<file path="src/rtl/aes_ctr_output_buffer.sv">
`default_nettype none
// ============================================================================
// Module   : aes_ctr_output_buffer
// Purpose  : Captures 128-bit AES-CTR ciphertext blocks into a DEPTH-entry
//            FIFO and serialises them as 32-bit words for the HPS bridge.
//            The core cannot be stalled, so blocks that arrive when the FIFO
//            is full are dropped and counted. The module also reports level,
//            empty/full status and a sticky overflow flag.
// Option   : AES_OBUF_BYTESWAP_EN - byte-reverse each 32-bit output word so
//            that the first byte of the block appears in rd_data[7:0].
// Revision : 1.0 - initial release
// ============================================================================
module aes_ctr_output_buffer #(
    parameter int unsigned DEPTH = 16,
    parameter int unsigned CNT_W = 16
) (
    input  logic                     clk,
    input  logic                     reset,
    input  logic [127:0]             ct_data,
    input  logic                     ct_valid,
    input  logic                     rd_req,
    output logic [31:0]              rd_data,
    output logic                     rd_valid,
    input  logic                     flush,
    input  logic                     clear_ovf,
    output logic [$clog2(DEPTH):0]   level,
    output logic                     empty,
    output logic                     full,
    output logic                     overflow,
    output logic [CNT_W-1:0]         drop_count
);

    localparam int unsigned      c_AW       = $clog2(DEPTH);
    localparam int unsigned      c_LW       = c_AW + 1;
    localparam logic [c_LW-1:0]  c_LVL_FULL = c_LW'(DEPTH);
    localparam logic [CNT_W-1:0] c_CNT_MAX  = '1;

    logic [127:0]      mem_q [DEPTH];
    logic [c_AW-1:0]   wr_ptr_q,   wr_ptr_d;
    logic [c_AW-1:0]   rd_ptr_q,   rd_ptr_d;
    logic [1:0]        word_idx_q, word_idx_d;
    logic [c_LW-1:0]   level_q,    level_d;
    logic [31:0]       rd_data_q,  rd_data_d;
    logic              rd_valid_q, rd_valid_d;
    logic              overflow_q, overflow_d;
    logic [CNT_W-1:0]  drop_cnt_q, drop_cnt_d;

    logic              is_empty;
    logic              is_full;
    logic              rd_accept;
    logic              pop;
    logic              push;
    logic              drop;
    logic [127:0]      head_blk;
    logic [31:0]       head_word;
    logic [31:0]       out_word;

    assign is_empty  = (level_q == '0);
    assign is_full   = (level_q == c_LVL_FULL);

    // A flush outranks everything that would change FIFO contents this cycle.
    assign rd_accept = rd_req & ~is_empty & ~flush;
    assign pop       = rd_accept & (word_idx_q == 2'd3);
    assign push      = ct_valid & ~flush & (~is_full | pop);
    assign drop      = ct_valid & ~flush & is_full & ~pop;

    assign head_blk  = mem_q[rd_ptr_q];

    // Select the head word combinationally, most significant word first.
    always_comb begin
        head_word = head_blk[127:96];
        case (word_idx_q)
            2'd0:    head_word = head_blk[127:96];
            2'd1:    head_word = head_blk[95:64];
            2'd2:    head_word = head_blk[63:32];
            default: head_word = head_blk[31:0];
        endcase
    end

`ifdef AES_OBUF_BYTESWAP_EN
    assign out_word = {head_word[7:0], head_word[15:8], head_word[23:16], head_word[31:24]};
`else
    assign out_word = head_word;
`endif

    // Next-state computation for pointers, level, read port and drop tracking.
    always_comb begin
        wr_ptr_d   = wr_ptr_q;
        rd_ptr_d   = rd_ptr_q;
        word_idx_d = word_idx_q;
        level_d    = level_q;
        rd_data_d  = rd_data_q;
        rd_valid_d = 1'b0;
        overflow_d = overflow_q;
        drop_cnt_d = drop_cnt_q;

        if (flush) begin
            wr_ptr_d   = '0;
            rd_ptr_d   = '0;
            word_idx_d = '0;
            level_d    = '0;
        end else begin
            if (rd_accept) begin
                rd_data_d  = out_word;
                rd_valid_d = 1'b1;
                word_idx_d = word_idx_q + 2'd1;
                if (pop) begin
                    rd_ptr_d = rd_ptr_q + 1'b1;
                end
            end
            if (push) begin
                wr_ptr_d = wr_ptr_q + 1'b1;
            end
            if (push && !pop) begin
                level_d = level_q + 1'b1;
            end else if (pop && !push) begin
                level_d = level_q - 1'b1;
            end
        end

        // A drop in the same cycle as clear_ovf restarts the count at one.
        if (drop) begin
            overflow_d = 1'b1;
            if (clear_ovf) begin
                drop_cnt_d = CNT_W'(1);
            end else if (drop_cnt_q != c_CNT_MAX) begin
                drop_cnt_d = drop_cnt_q + 1'b1;
            end
        end else if (clear_ovf) begin
            overflow_d = 1'b0;
            drop_cnt_d = '0;
        end
    end

    // Control and status registers with asynchronous active-low reset.
    always_ff @(posedge clk or negedge reset) begin
        if (!reset) begin
            wr_ptr_q   <= '0;
            rd_ptr_q   <= '0;
            word_idx_q <= '0;
            level_q    <= '0;
            rd_data_q  <= '0;
            rd_valid_q <= 1'b0;
            overflow_q <= 1'b0;
            drop_cnt_q <= '0;
        end else begin
            wr_ptr_q   <= wr_ptr_d;
            rd_ptr_q   <= rd_ptr_d;
            word_idx_q <= word_idx_d;
            level_q    <= level_d;
            rd_data_q  <= rd_data_d;
            rd_valid_q <= rd_valid_d;
            overflow_q <= overflow_d;
            drop_cnt_q <= drop_cnt_d;
        end
    end

    // Block storage; no reset so it can map onto RAM.
    always_ff @(posedge clk) begin
        if (push) begin
            mem_q[wr_ptr_q] <= ct_data;
        end
    end

    assign rd_data    = rd_data_q;
    assign rd_valid   = rd_valid_q;
    assign level      = level_q;
    assign empty      = is_empty;
    assign full       = is_full;
    assign overflow   = overflow_q;
    assign drop_count = drop_cnt_q;

endmodule
`default_nettype wire
</file>
<file path="config.mk">
export PLATFORM = sky130hd
export DESIGN_NAME = aes_ctr_output_buffer
export DESIGN_NICKNAME = d
export VERILOG_FILES = /design/src/rtl/aes_ctr_output_buffer.sv
export SDC_FILE = /design/constraint.sdc
export NUM_CORES = 2
export LEC_CHECK = 0
export ABC_AREA = 1
export ABC_CLOCK_PERIOD_IN_PS = 9050
export BUFFER_PORTS_ARGS = -buffer_cell sky130_fd_sc_hd__buf_2
export CAP_MARGIN = 20
export CORE_MARGIN = 3
export CORE_UTILIZATION = 40
export CTS_BUF_LIST = sky130_fd_sc_hd__clkbuf_16
export CTS_CLUSTER_SIZE = 25
export DETAILED_ROUTE_END_ITERATION = 8
export MAX_ROUTING_LAYER = met4
export PLACE_DENSITY = 0.64
export SYNTH_ARGS = -nofsm -noshare
export SYNTH_HDL_FRONTEND = slang
export SYNTH_SLANG_ARGS = --single-unit
export TNS_END_PERCENT = 5
</file>
<file path="constraint.sdc">
create_clock -name clk -period 9.05 [get_ports clk]
set_input_delay 1.3575 -clock clk [delete_from_list [all_inputs] [get_ports clk]]
set_output_delay 1.3575 -clock clk [all_outputs]
set_load 0.05 [all_outputs]
</file>
== Yosys cells after proc, flatten, opt, wreduce, memory -nomap -nowiden ==
Memory sizes are Yosys's and may differ from the RTL's.
Cells that the tools add are included.
Storage, ports and cells
  input port bits: 134
  word-level logic and storage cells: 68
  memories kept: 1
  output and inout port bits: 57
  RAM bits: 2048
  bits in registers: 65
Cells by class
  reductions and logical operators: 15
  equality and inequality tests: 5
  add/subtract/negate cells: 6
  mux-type cells: 21
  bitwise operators: 12
Memories
  mem_q: depth 16, width 128, read ports 1, clocked after Yosys merged registers in 0, wr ports 1, line 38  | logic [127:0] mem_q [DEPTH];
Operators with widths (count)
  $pmux 32 s3: 1
  $mux 16: 4
  $mux 4: 5
  $add 16x1->16 const B: 1
  $ne 16x16->1 const B: 1
  $mux 5: 3
  $reduce_bool 2->1: 5
  $add 4x1->4 const B: 2
  $and 1x1->1: 7
  $mux 1: 6
  $reduce_and 2->1: 3
  $add 5x1->5 const B: 1
  $eq 5x5->1 const B: 1
  $logic_not 5->1: 1
  $sub 5x1->5 const B: 1
  $eq 2x2->1 const B: 2
  $mux 2: 2
  $not 1->1: 4
  $reduce_bool 3->1: 1
  $add 2x1->2 const B: 1
  $eq 2x1->1 const B: 1
  $logic_and 1x1->1: 2
  $logic_not 1->1: 2
  $logic_not 2->1: 1
  $or 1x1->1: 1

== Logic depth before layout (Yosys ltp) ==
  word-level depth: 12
  gate-level depth with buffers: 18
  gate-level depth less buffers: 16

== Worst setup path before layout ==
OpenSTA, ideal clock, no wires.
  path kind: in2reg
  from: input rd_req
  to: memory mem_q[11][0] (enable)
  buffers on the path: 0
  data arrival time: 7.400 ns
  slack: 1.033 ns
  library setup time: 0.617 ns
  cell stages on the path: 8
  data required time: 8.433 ns
  cell sequence: nand2_1 > nor2_1 > nand2_1 > nand2_1 > nand2_1 > inv_1 > nand2_1 > nor2_1
Between the ends
  cells in the longest elaborated chain, start to end: 7
RTL lines
  start: declaration: line 21  | input logic rd_req,
  $and 1x1->1 (2 in a row): line 62  | assign rd_accept = rd_req & ~is_empty & ~flush;
  $and 1x1->1: line 63  | assign pop = rd_accept & (word_idx_q == 2'd3);
  $or 1x1->1: line 64  | assign push = ct_valid & ~flush & (~is_full | pop);
  $and 1x1->1: line 64
  $mux 1: line 160  | if (push) begin
  $mux 1 (implied by the code): line 161  | mem_q[wr_ptr_q] <= ct_data;
  end: declaration: line 38
No other way between the ends.

== Final worst setup path ==
  from: register level_q[1] (netlist: level[1])
  to: memory mem_q[9][58] (enable)
Between the ends
  cells in the longest elaborated chain, start to end: 9
  elaborated cells on any way between the ends: 11
  those cells by class: eq/ne (1); mux (2); bitwise (7); reduce/logical (1)
RTL lines
  start: declaration: line 42  | logic [c_LW-1:0] level_q, level_d;
  start signal: assignment: line 150  | level_q <= level_d;
  $logic_not 5->1: line 58  | assign is_empty = (level_q == '0);
  $not 1->1: line 62
  $and 1x1->1 (2 in a row): line 62
  $and 1x1->1: line 63
  $or 1x1->1 (*): line 64
  $and 1x1->1 (*): line 64
  $mux 1 (*): line 160
  $mux 1 (implied by the code) (*): line 161
Mark *: on every way between the ends. The rest lies on a longest branch, timed or not.

==> impl_metrics.json <==
{
  "fin_nets": 7408,
  "criticalPathCategory": "reg2reg",
  "coreArea_um2": 212000,
  "ctsLongestPathBuffers": 3,
  "p_switching_mw": 5.55,
  "cts_buffers": 206,
  "path_max_fanout": 38,
  "antenna_found_initial": 34,
  "slowest_stage": "buf_4",
  "status": "complete, no violations",
  "path_delay_family": "buffers and inverters",
  "grt_pass1_vias": 52837,
  "post_cts_buffers": 0,
  "yosys_most_used_dff": "edfxtp_1",
  "clock-sinks": 2113,
  "die_h_um": 468,
  "crit_path_frequent_cell": "nand2_1",
  "grt_use_met2_pct": 34.2,
  "io_buffer_count": 190,
  "place_inst": 9871,
  "vias": 55762,
  "gp_congestion": 0.883,
  "drv_slew": 0,
  "antenna_left": 0,
  "worstSkewPairLatency_ps": 850,
  "ctsHoldBuffers": 0,
  "drc": 0,
  "grt_util_all_layers_pct": 21.7,
  "grt.overflow.total": 0,
  "synth_common_cells": "edfxtp_1, nand2_1, nor2_1",
  "crit_chain": "nor2_1 -> nand4_1 -> nand2_1 -> nor2_4 -> buf_4 -> nand2_1 -> nand2_1 -> nand2_1 -> inv_1 -> nand2_1 -> nor2_4 -> buf_4 -> buf_4",
  "ys_ff_latch": 2113,
  "die_area_um2": 219000,
  "yosysWarningCount": 0,
  "synthArstFlopShare_pct": 3.08,
  "design_power_total_mw": 21.5,
  "tightest_slew_ps": 1090,
  "setup.worst_path.start_class": "flip-flop",
  "grt_pass1_wl_um": 348000,
  "ios": 191,
  "grtUsageMet1_pct": 28.6,
  "setup_viol": 0,
  "cts_root_buf": "clkbuf_16",
  "register_area_um2": 63100,
  "post-place-ws_ps": 3720,
  "syn_area_um2": 85500,
  "synth_area_leader_cell": "edfxtp_1",
  "cts_tree": "built",
  "min_period_over_period_pct": 51.0,
  "initial_core_util_pct": 40.3,
  "path_buf_inv": 4,
  "ys_seq_area_share_pct": 73.8,
  "firstDrtPassIters": 6,
  "max_freq_mhz": 217,
  "vias_per_cell": 5.43,
  "cellPowerDensity_nw_per_um2": 225,
  "post-route-cell-area_um2": 95200,
  "swShare_pct": 25.9,
  "drt_iter0_drc": 6185,
  "postPlaceCellArea_um2": 88900,
  "drt_wl_total_um": 236000,
  "slew-limit-headroom_pct": 27.3,
  "synth_most_common_cell": "edfxtp_1",
  "cp-end-kind": "flip-flop",
  "ir_drop_mv": 0.227,
  "multi_input_area_um2": 19900,
  "seqPwrFrac_pct": 51.8,
  "cts_resized": 0,
  "hold_class": "reg2reg",
  "areaGrowthSynthToFinish_pct": 11.3,
  "dp_hpwl_um": 126000,
  "drv_cap": 0,
  "clock_skew_ps": 47.8,
  "clk_pin_slew_worst_paths_ps": 60,
  "yosysTopAreaCellShare_pct": 71.9,
  "routedWlPerCell_um": 23.0,
  "p_leak_nw": 33.7,
  "crit_arrival_ps": 5080,
  "synth_edf_count": 2048,
  "cts-htree-levels": 4,
  "tns_ps": 0,
  "syn_nets": 7382,
  "synth_area_leaders": "edfxtp_1, nand2_1, nor2_1",
  "rsz0062_at_grt": "no",
  "top_usage_layer": "met2",
  "cp_slowest_stage_delay_ps": 710,
  "period_minus_slack_ps": 4610,
  "layoutNonFillerInstCount": 10267,
  "gr-usage-met3_pct": 3.63,
  "pwr-share-clk_pct": 37.5,
  "fillers": 19066,
  "cp.required_ps": 9520,
  "grt_max_degree": 190,
  "layout-drive-gt1-share_pct": 7.53,
  "hold_viol_final": 0,
  "postSynthCellCount": 7232,
  "p_comb_share_pct": 10.7,
  "die_w_um": 468,
  "rows": 169,
  "setup_ws_ps": 4440,
  "synth_cell_type_count": 30,
  "postSynthAreaPerCell_um2": 11.8,
  "intPower_mw": 15.9
}
[worst reg2reg max path: cells and delay by family, from the launching register on]
kind / cells / cell delay (ps)
buf+inv: 4 / 2120
flops: 1 / 460
simple gates: 9 / 1600
[state kept, by name (all words and copies together) (netlist names)]
name / flops
mem_q: 2048
rd_data: 32
drop_count: 16
level: 5
rd_ptr_q: 4
wr_ptr_q: 4
word_idx_q: 2
overflow: 1
rd_valid: 1
[logic make-up after synthesis]
kind of cell	Yosys count	synth area share [%]
fa+ha+maj	16	0.243
buf+inv	559	3.03
compound gates	849	5.24
xor+xnor	10	0.102
simple gates	3685	17.6
flops	2113	73.8
[final cells by class]
cell class / instances / share of cell area (%)
repair buffers: 269 / 1.93
flip-flops and latches: 2113 / 66.3
inverters: 108 / 0.455
multi-input cells: 4560 / 20.9
clock inverters: 170 / 1.13
well taps: 2821 / 3.71
clock buffers: 208 / 5.47
diodes: 18 / 0.0473
[metal layers]
metal  share of wire [%]  routed length [um]  vias to the layer above
li1                    -                   -                    25429
met1                  41               96700                    27590
met2                  48              113000                     2327
met3                 7.7               18200                      416
met4                 3.6                8450                        0
met5                   0                   0                        -
[through the flow]
| step | hold WS, ps | utilization (%) |
|---|---|---|
| 2_1_floorplan | 513 | - |
| 4_1_cts | 486 | 44.8 |
| 3_3_place_gp | 464 | 41.9 |
| 5_1_grt | 519 | 44.8 |
| 6_report | 480 | 44.8 |
| 3_5_place_dp | 465 | 41.9 |
[cells in the final DEF (no fill, tap or decap), drive strengths merged]
cell type and n:
o21bai 31, or2 1, bufinv 10, nor2 1267, xnor2 2, diode 18
a21oi 59, clkinv 86, nand2 1478, xor2 8, nor4 3, o21ai 700
nor3 8, dfrtp 65, clkinvlp 1, clkbuf 208, inv 181, ha 15
o22ai 4, nand4 13, fa 1, nand3 915, edfxtp 2048, o211ai 55
buf 269
[power by group through the flow]
stage | clock (mW) | combinational [mW] | sequential, mW
after floorplan | 0 | 1.21 | 11.5
after global placement | 0 | 2.26 | 11.3
after detailed placement | 0 | 2.29 | 11.3
after CTS | 8.15 | 2.30 | 11.1
after global routing | 8.54 | 2.51 | 11.1
final | 8.04 | 2.30 | 11.1
[final timing paths]
path                       depth (start not counted)                 start  slack [ps]                        end
hold / removal                                     2  overflow$_DFFE_PN0P_         480       overflow$_DFFE_PN0P_
setup / recovery                                  13  level[1]$_DFFE_PN0P_        4440     mem_q[9][58]$_DFFE_PP_
min in group asynchronous                          1                 reset         660  drop_count[5]$_DFFE_PN0P_
max in group asynchronous                          1                 reset        7630    rd_ptr_q[1]$_DFFE_PN0P_
hold reg to reg                                    2  overflow$_DFFE_PN0P_         480       overflow$_DFFE_PN0P_
setup reg to reg                                  13  level[1]$_DFFE_PN0P_        4440     mem_q[9][58]$_DFFE_PP_
(Power assumes the default switching activity.)
